**src/rtl/addern_seq.sv**
```systemverilog
// addern_seq: multi-cycle N-bit adder/subtractor processing K bits per clock
module addern_seq #(
  parameter int N = 16,
  parameter int K = 4
) (
  input  logic         clk_i,
  input  logic         rst_ni,
  input  logic         start_i,
  input  logic         sub_i,
  input  logic         cin_i,
  input  logic [N-1:0] x_i,
  input  logic [N-1:0] y_i,
  output logic [N-1:0] s_o,
  output logic         cout_o,
  output logic         overflow_o,
  output logic         busy_o,
  output logic         done_o
);
  localparam int C  = N / K;
  localparam int CW = C > 1 ? $clog2(C) : 1;
  typedef enum logic [1:0] {IDLE, RUN, DONE} state_t;
  state_t        state_q, state_d;
  logic [N-1:0]  a_q, a_d, b_q, b_d, acc_q, acc_d, s_q, s_d;
  logic          carry_q, carry_d, cout_q, cout_d, ovf_q, ovf_d;
  logic [CW-1:0] cnt_q, cnt_d;
  logic [K:0]    csum;
  logic          last;
  assign csum = {1'b0, a_q[K-1:0]} + {1'b0, b_q[K-1:0]} + {{K{1'b0}}, carry_q};
  assign last = cnt_q == CW'(C - 1);
  always_comb begin
    state_d = state_q;
    a_d     = a_q;
    b_d     = b_q;
    acc_d   = acc_q;
    carry_d = carry_q;
    cnt_d   = cnt_q;
    s_d     = s_q;
    cout_d  = cout_q;
    ovf_d   = ovf_q;
    if (state_q == IDLE && start_i) begin
      state_d = RUN;
      a_d     = x_i;
      b_d     = sub_i ? ~y_i : y_i;
      carry_d = sub_i | cin_i;
      cnt_d   = '0;
      acc_d   = '0;
    end else if (state_q == RUN) begin
      // operands shift down so the active chunk is always at bit 0; sum bits enter from the top
      a_d     = a_q >> K;
      b_d     = b_q >> K;
      acc_d   = N'({csum[K-1:0], acc_q} >> K);
      carry_d = csum[K];
      cnt_d   = last ? cnt_q : cnt_q + CW'(1);
      if (last) begin
        state_d = DONE;
        s_d     = acc_d;
        cout_d  = csum[K];
        ovf_d   = csum[K] ^ csum[K-1] ^ a_q[K-1] ^ b_q[K-1];
      end
    end else if (state_q == DONE) begin
      state_d = IDLE;
    end
  end
  always_ff @(posedge clk_i or negedge rst_ni) begin
    if (!rst_ni) begin
      state_q <= IDLE;
      a_q     <= '0;
      b_q     <= '0;
      acc_q   <= '0;
      carry_q <= 1'b0;
      cnt_q   <= '0;
      s_q     <= '0;
      cout_q  <= 1'b0;
      ovf_q   <= 1'b0;
    end else begin
      state_q <= state_d;
      a_q     <= a_d;
      b_q     <= b_d;
      acc_q   <= acc_d;
      carry_q <= carry_d;
      cnt_q   <= cnt_d;
      s_q     <= s_d;
      cout_q  <= cout_d;
      ovf_q   <= ovf_d;
    end
  end
  assign s_o        = s_q;
  assign cout_o     = cout_q;
  assign overflow_o = ovf_q;
  assign busy_o     = state_q == RUN;
  assign done_o     = state_q == DONE;
endmodule

```
**config.mk**
```make
export PLATFORM = sky130hd
export DESIGN_NAME = addern_seq
export DESIGN_NICKNAME = d
export VERILOG_FILES = /design/src/rtl/addern_seq.sv
export SDC_FILE = /design/constraint.sdc
export NUM_CORES = 1
export LEC_CHECK = 0
export ABC_AREA = 1
export ABC_CLOCK_PERIOD_IN_PS = 3500
export BUFFER_PORTS_ARGS = -buffer_cell sky130_fd_sc_hd__buf_4
export CAP_MARGIN = 15
export CORE_UTILIZATION = 45
export CTS_CLUSTER_DIAMETER = 120
export DETAILED_ROUTE_END_ITERATION = 10
export GPL_ROUTABILITY_DRIVEN = 0
export PLACE_DENSITY_LB_ADDON = 0.08
export SLEW_MARGIN = 20
export SYNTH_ARGS = -nofsm -noshare
export SYNTH_HDL_FRONTEND = slang
export SYNTH_SLANG_ARGS = --single-unit
```
**constraint.sdc**
```tcl
create_clock -name clk_i -period 3.5 [get_ports clk_i]
set_input_delay 0.525 -clock clk_i [delete_from_list [all_inputs] [get_ports clk_i]]
set_output_delay 0.525 -clock clk_i [all_outputs]
set_load 0.02 [all_outputs]
```
==> impl_results.md, run 1 <==
* Min-delay worst type: primary input to asynchronous set/reset pin
* MaxCap Viol Count at 0
* Area contributors post-synth: dfrtp_1, nand2_1, inv_1
* Starting DRT DRC Count at 119
* Seq cells post-synth at 67
* Final WL at slightly below 6 mm
* Post-CTS Hold Fix Bufs at 0
* Crit path required time at 3.76 ns
* Via count at between 2,000 and 2,500
* Setup WS pre-CTS at ~1.4 ns
* VDD IR-drop max at about 0.48 mV
* Switching share of power at between 30% and 40%
* CP startpoint kind: flip-flop
* Switching power at around 0.0013 W
* Combinational share of power at a little over two fifths
* Yosys top cell area share at between 50% and 60%
* Core Region at about 6400 sq um
* HPWL Detailed at approximately 4 mm
* Critical path's top delay family: simple AND/OR/NAND/NOR gates
* Most frequent cells in the layout: dfrtp_1, nand2_1, buf_4
* Post-layout minimum cycle time at between 2 and 2.5 ns
* Fraction of layout cells with a size suffix above 1 at roughly a fifth
* Per-cell routed wire length at between 10 and 15 microns
* Unique masters post-synth at 26
* Status: complete, but fails checks
* DIE AREA at 7092 sq um
* Violated checks: design-rule violations
* Clock transition at path regs at roughly 0.080 ns
* Die Y-Extent at roughly 84 microns
* Die width at roughly 84 microns
* Syn_area_per_cell at ~9.6 sq um
* CTS tree: yes
* Worst-Margin Slew at 0.8223 ns
* RSZ-0062 raised after global routing: false
* # DRC at 2
* R2r setup slk at 1.43 ns
* Post-Synthesis Cells at about 320
* Asr flop ratio synth at 100.0%
* Main synth FF type: dfrtp_1
* First-pass GRT wire length at approximately 10 mm
* Sink Count at 67
* CTS Buffer Depth at 2
* CP arrival at around 2.3 ns
* Syn nets at between 300 and 400
* Final setup violation count at 0
* Critical path's slowest cell: nand2_1
* Boundary pin count at 57
* Slew Limit Headroom at between 40 and 50%
* Clock share of power at ~20%
* Top cell type by total area after synthesis: dfrtp_1
* TritonRoute pass-1 iters at 7
* Starting Density at between 40% and 50%
* Number of port buffers at 56
* # diodes at 0
* Power per standard cell area at 908.7 nW/um^2
* Cell row count at 29
* Htree depth at 3
* Final setup TNS at 0 ns
* Final worst slack at 1.432 ns
* Vias in the first global route at 2,155
* CP bufs+invs at 2
* Slowest Stage Delay on Critical Path at 0.44 ns
* Internal at ~0.002 W
* Fin. Hold Viols at 0
* Maximum clock rate at ~480 MHz
* Worst-path maximum fanout at 27
* Sequential share of power at between 30% and 40%
* Synthesized area at between 3000 and 4000 sq um
* FILL cells at around 600
* Final Max Slew Viols at 0
* Finished layout cell area at between 3000 and 4000 sq um
* Nature of the critical path endpoint: flip-flop
* Worst setup path class: flip-flop to flip-flop
* Commonest non-fill, non-tap cell in the layout: dfrtp_1
* Post-CTS setup buffers at 0
* Reg-to-reg endpoint: b_q[4]
* Leak pwr at 1.795 nW
* GRT Residual Overflow at 0
* Antenna violations before repair at 0
* Root Buffer: clkbuf_8
* Setup Skew at 0.009528 ns
* # nets final at around 420
* Post-CTS sizing at 0
* FF-to-FF path depth at 6
* Area growth from synthesis to layout at 21.23%
* Synth warn at 0
* Tcrit/Tclk final at between 50% and 60%
* Skew-Pair Late Insertion Delay at 0.35 ns
* Total CTS buffers at 9
* Crit-path cells: inv_1 > ha_1 > nand2_2 > nand2_1 > buf_4 > o221ai_1
* Largest net degree at the start of global routing at 68
* Critical R2R Launch: state_q[0]
* Total global-route track usage at between 15 and 20%
* Post-synth EDFFs at 0
* Sequential share of the synthesized area at 55.12%
* Area after DPL at ~3500 sq um
* DRT antenna net count at 0
* Via-to-Cell Ratio at ~5.0
-- how the worst max path moves through the flow --
stage / startpoint / end / cells after the start
after floorplan: a_q[0] / overflow_o / 9
after global routing: state_q[0] / b_q[9] / 7
after CTS: state_q[0] / b_q[4] / 6
after detailed placement: start_i / b_q[4] / 5
after global placement: start_i / b_q[2] / 6
final: state_q[0] / b_q[4] / 6
-- through the flow --
step | instances | total power (W) | utilization [%] | hold WS, ns
5_1_grt | 453 | 0.003619 | 57.41 | 0.3560
3_3_place_gp | 437 | 0.002679 | 54.10 | 0.4692
6_report | 453 | 0.003350 | 57.41 | 0.2729
4_1_cts | 453 | 0.003382 | 57.41 | 0.3098
3_5_place_dp | 437 | 0.002708 | 54.10 | 0.4743
2_1_floorplan | 318 | 0.002310 | - | 0.2294
-- power by group through the flow --
stage	Sequential, W	Clock (W)	Combinational (W)
final	0.00125	0.000670	0.00144
after global routing	0.00128	0.000714	0.00162
after CTS	0.00125	0.000682	0.00145
after detailed placement	0.00126	0	0.00145
after global placement	0.00125	0	0.00143
after floorplan	0.00133	0	0.000981
-- cell usage after synthesis, types with 2 or more instances --
cell / number
o22ai_1: 15
o21ai_0: 30
o221ai_1: 18
xnor2_1: 11
nand2_1: 63
o211ai_1: 2
buf_4: 2
nor2_1: 4
buf_2: 7
dfrtp_1: 67
fa_1: 2
inv_1: 51
o21ai_1: 4
clkbuf_1: 4
buf_6: 3
nand3_1: 10
ha_1: 7
a21oi_1: 10
-- registers in the layout (all words and copies together) (netlist names), 2 cells and up --
register  cells
acc_q        12
a_q          16
b_q          16
state_q       2
cnt_q         2
s_o          16
-- per-layer routing --
layer | up-vias | wire length, microns | GRT usage, %
met3 | 12 | 236 | 3.048
li1 | 1166 | - | -
met4 | 0 | 116 | 8.464
met2 | 44 | 2589 | 26.90
met1 | 1056 | 2879 | 25.36
met5 | - | 0 | 0
-- cell families after synthesis --
group	count (synthesis)	share of synthesized area, %
buf+inv	68	9.666
compound gates	83	17.28
fa+ha+maj	9	4.196
simple gates	80	10.57
xor+xnor	11	3.167
flops	67	55.12
-- area by class of cell --
cell class	instances	area [sq um]	area share [%]
flip-flops and latches	67	1677	45.47
repair buffers	58	435.4	11.81
clock buffers	11	151.4	4.106
multi-input cells	183	1071	29.05
inverters	52	195.2	5.294
well taps	77	96.34	2.613
clock inverters	5	61.31	1.663
Note: power is estimated with default switching activity, not from simulation.
==> inputs of run 2 (changes only) <==
--- a/config.mk
+++ b/config.mk
@@ -5,8 +5,8 @@
 export SDC_FILE = /design/constraint.sdc
 export NUM_CORES = 1
 export LEC_CHECK = 0
-export ABC_AREA = 1
-export ABC_CLOCK_PERIOD_IN_PS = 3500
+export ABC_AREA = 0
+export ABC_CLOCK_PERIOD_IN_PS = 1690
 export BUFFER_PORTS_ARGS = -buffer_cell sky130_fd_sc_hd__buf_4
 export CAP_MARGIN = 15
 export CORE_UTILIZATION = 45
==> constraint.sdc (replaced) <==
create_clock -name clk_i -period 1.69 [get_ports clk_i]
set_input_delay 0.2535 -clock clk_i [delete_from_list [all_inputs] [get_ports clk_i]]
set_output_delay 0.2535 -clock clk_i [all_outputs]
set_load 0.02 [all_outputs]
==> run 2 against run 1 <==
  * The run ends with negative setup slack left
  * Clock skew is essentially flat
  * Non-clock buffer count grew 15
  * First-iteration DRC count shrank 58%
  * Area after synthesis grew 4.2%
  * Setup slack lost 1.5 ns
  * Global-route usage grew 0.24 points
  * Final cell count shrank 0.22%
  * Synthesized cell count shrank 11%
  * Wire length grew 0.38%
==> impl_results.md, run 2 <==
* Top-count cell post-synth: dfrtp_1 (unchanged)
* MaxCap Viol Count at 0 (unchanged)
* FILL cells at 595 (was 605)
* GRT Residual Overflow at 0 (unchanged)
* Post-Synthesis Cells at 284 (was 318)
* CP startpoint kind: flip-flop (unchanged)
* # DRC at 0 (was 2)
* R2r setup slk at -0.06 ns (was 1.43 ns)
* Nature of the critical path endpoint: flip-flop (unchanged)
* Die width at 85.91 microns (was 84.22 microns)
* Worst-path maximum fanout at 3 (was 27)
* Leak pwr at 1.753 nW (was 1.795 nW)
* Commonest non-fill, non-tap cell in the layout: buf_4 (was dfrtp_1)
* Starting Density at 46.63% (was 47.36%)
* Post-layout minimum cycle time at 1.752 ns (was 2.068 ns)
* # nets final at 397 (was 417)
* FF-to-FF path depth at 8 (was 6)
* Post-synth EDFFs at 0 (unchanged)
* Unique masters post-synth at 24 (was 26)
* Htree depth at 3 (unchanged)
* Tcrit/Tclk final at 103.7% (was 59.09%)
* Final Max Slew Viols at 0 (unchanged)
* Violated checks: negative setup slack (was design-rule violations)
* HPWL Detailed at 4.100 mm (was 3.965 mm)
* Total global-route track usage at 18.10% (was 17.86%)
* Seq cells post-synth at 67 (unchanged)
* Fin. Hold Viols at 0 (unchanged)
* DIE AREA at 7380 sq um (was 7092 sq um)
* Most frequent cells in the layout: buf_4, dfrtp_1, nand2_1 (was dfrtp_1, nand2_1, buf_4)
* Slew Limit Headroom at 81.45% (was 45.18%)
* DRT antenna net count at 0 (unchanged)
* Worst setup path class: flip-flop to flip-flop (unchanged)
* CP arrival at 1.97 ns (was 2.33 ns)
* Die Y-Extent at 85.91 microns (was 84.22 microns)
* Fraction of layout cells with a size suffix above 1 at 32.02% (was 20.74%)
* Synthesized area at 3168 sq um (was 3042 sq um)
* Sink Count at 67 (unchanged)
* First-pass GRT wire length at 10.27 mm (was 9.908 mm)
* RSZ-0062 raised after global routing: true (was false)
* FF/Latch Area at 1677 sq um (unchanged)
* Clock transition at path regs at 0.08 ns (about the same)
* Top cells by count, synth: dfrtp_1, nand2_1, mux2i_1, o21ai_0, nor2_1 (was dfrtp_1, nand2_1, inv_1, o21ai_0, o221ai_1)
* Min-delay worst type: primary input to flip-flop (was primary input to asynchronous set/reset pin)
* Skew-Pair Late Insertion Delay at 0.33 ns (was 0.35 ns)
* Starting DRT DRC Count at 50 (was 119)
* Area of the multi-input gates at 1419 sq um (was 1071 sq um)
* Power per standard cell area at 837.4 nW/um^2 (was 908.7 nW/um^2)
* Final WL at 5.843 mm (was 5.821 mm)
* Syn_area_per_cell at 11.16 sq um (was 9.565 sq um)
* Worst-Margin Slew at 0.2761 ns (was 0.8223 ns)
* Crit path required time at 1.91 ns (was 3.76 ns)
* Setup Skew at 0.009489 ns (was 0.009528 ns)
* Status: complete, but fails checks (unchanged)
* CTS Buffer Depth at 2 (unchanged)
* Vias in the first global route at 2,126 (was 2,155)
* Cell row count at 30 (was 29)
* Via count at 2,154 (was 2,278)
* Main synth FF type: dfrtp_1 (unchanged)
* Final setup TNS at -0.1781 ns (was 0 ns)
* Area growth from synthesis to layout at 29.50% (was 21.23%)
* Synth warn at 0 (unchanged)
* Per-cell routed wire length at 12.93 microns (was 12.85 microns)
* Yosys top cell area share at 52.92% (was 55.12%)
* # diodes at 0 (unchanged)
* Asr flop ratio synth at 100.0% (unchanged)
* Antenna violations before repair at 0 (unchanged)
* Hold depth at 3
* Syn nets at 330 (was 364)
* TritonRoute pass-1 iters at 4 (was 7)
* Via-to-Cell Ratio at 4.765 (was 5.029)
* Maximum clock rate at 570.8 MHz (was 483.6 MHz)
* Final worst slack at -0.06179 ns (was 1.432 ns)
* Core Region at 6794 sq um (was 6422 sq um)
* Top cell type by total area after synthesis: dfrtp_1 (unchanged)
* Sequential share of the synthesized area at 52.92% (was 55.12%)
* Largest net degree at the start of global routing at 36 (was 68)
* Area contributors post-synth: dfrtp_1, mux2i_1, o21ai_0 (was dfrtp_1, nand2_1, inv_1)
* Finished Layout Cells at 452 (was 453)
* Placed insts at 433 (was 437)
* Total CTS buffers at 9 (unchanged)
* VDD IR-drop max at 0.4441 mV (was 0.4796 mV)
* Final setup violation count at 3 (was 0)
* Number of port buffers at 56 (unchanged)
* Root Buffer: clkbuf_8 (unchanged)
* Boundary pin count at 57 (unchanged)
* CTS tree: yes (unchanged)
-- run 2: cell types whose count changed after synthesis, sizes merged, moves of 7 or more --
| cell | before | now |
|---|---|---|
| inv | 52 | 7 |
| mux2 | 0 | 13 |
| mux2i | 0 | 37 |
| nand2 | 64 | 43 |
| nand3 | 10 | 0 |
| nand3b | 1 | 8 |
| nor2 | 4 | 16 |
| o221ai | 18 | 0 |
| o22ai | 15 | 0 |
| xor2 | 0 | 15 |
-- run 2: stage by stage --
step                      cell area, sq um  utilization [%]  setup slack, ns  hold slack [ns]  total power (W)
after floorplan                       3201                -         -0.03087         -0.04209         0.001670
after global placement                3800            55.93         -0.04855           0.1396         0.001779
after detailed placement              3800            55.93         -0.07282           0.1399         0.001778
after CTS                             4070            59.91         -0.07350          0.09670         0.003466
after global routing                  4103            60.39          -0.1385           0.1039         0.003557
final                                 4103            60.39         -0.06179           0.1056         0.003436
-- run 2: power breakdown --
part | switching, W | internal [W]
clock network | 0.000591 | 0.00110
logic | 0.0000655 | 0.0000774
registers | 0 | 0.00160
-- run 2: logic make-up (layout without fill, tap and decap cells) --
kind of cell    after synthesis  after routing  synth area share (%)
buf+inv                      24             96                 3.989
mux                          50             50                 16.31
fa+ha+maj                     9              9                 4.028
simple gates                 72             72                 9.834
flops                        67             67                 52.92
compound gates               40             40                 6.832
xor+xnor                     22             22                 6.082
-- run 2: what timing repair did --
item | 4_1_cts | 5_1_grt
setup endpoints to repair | 1 | 5
pin swaps | 4 | 2
endpoints found under the hold margin | 16 | 0
hold buffers | 1 | 0
gates cloned | 0 | 0
resized for setup | 0 | 5
buffers inserted | 0 | 2
-- run 2: layout make-up --
| cell class | instances | area share [%] |
|---|---|---|
| timing repair buffer | 73 | 14.64 |
| inverter | 7 | 0.6404 |
| clock buffer | 12 | 4.026 |
| tap | 96 | 2.928 |
| multi-input combinational | 193 | 34.58 |
| sequential | 67 | 40.87 |
| clock inverter | 4 | 2.318 |
-- run 2: metal layers --
| metal | part of all wire [%] | vias to the layer above | global-route usage [%] |
|---|---|---|---|
| li1 | - | 1086 | - |
| met1 | 51 | 1016 | 26.22 |
| met2 | 44 | 45 | 26.41 |
| met3 | 3.7 | 7 | 3.754 |
| met4 | 1.4 | 0 | 7.727 |
| met5 | 0 | - | 0 |
-- run 2: critical path, stage by stage, from the launching register on --
cell and delay (ns):
dfrtp_1 0.40, fa_2 0.41, inv_2 0.07, fa_2 0.19, nand2b_4 0.13, o2bb2ai_4 0.13, xnor2_2 0.13, xnor2_1 0.13
o21ai_1 0.07
-- run 2: final timing paths --
kind / from / end
max: a_q[0] / overflow_o
min: x_i[13] / a_q[13]
max reg2reg: a_q[0] / overflow_o
min reg2reg: cout_o / cout_o
max in group asynchronous: rst_ni / a_q[2]
min in group asynchronous: rst_ni / s_o[10]
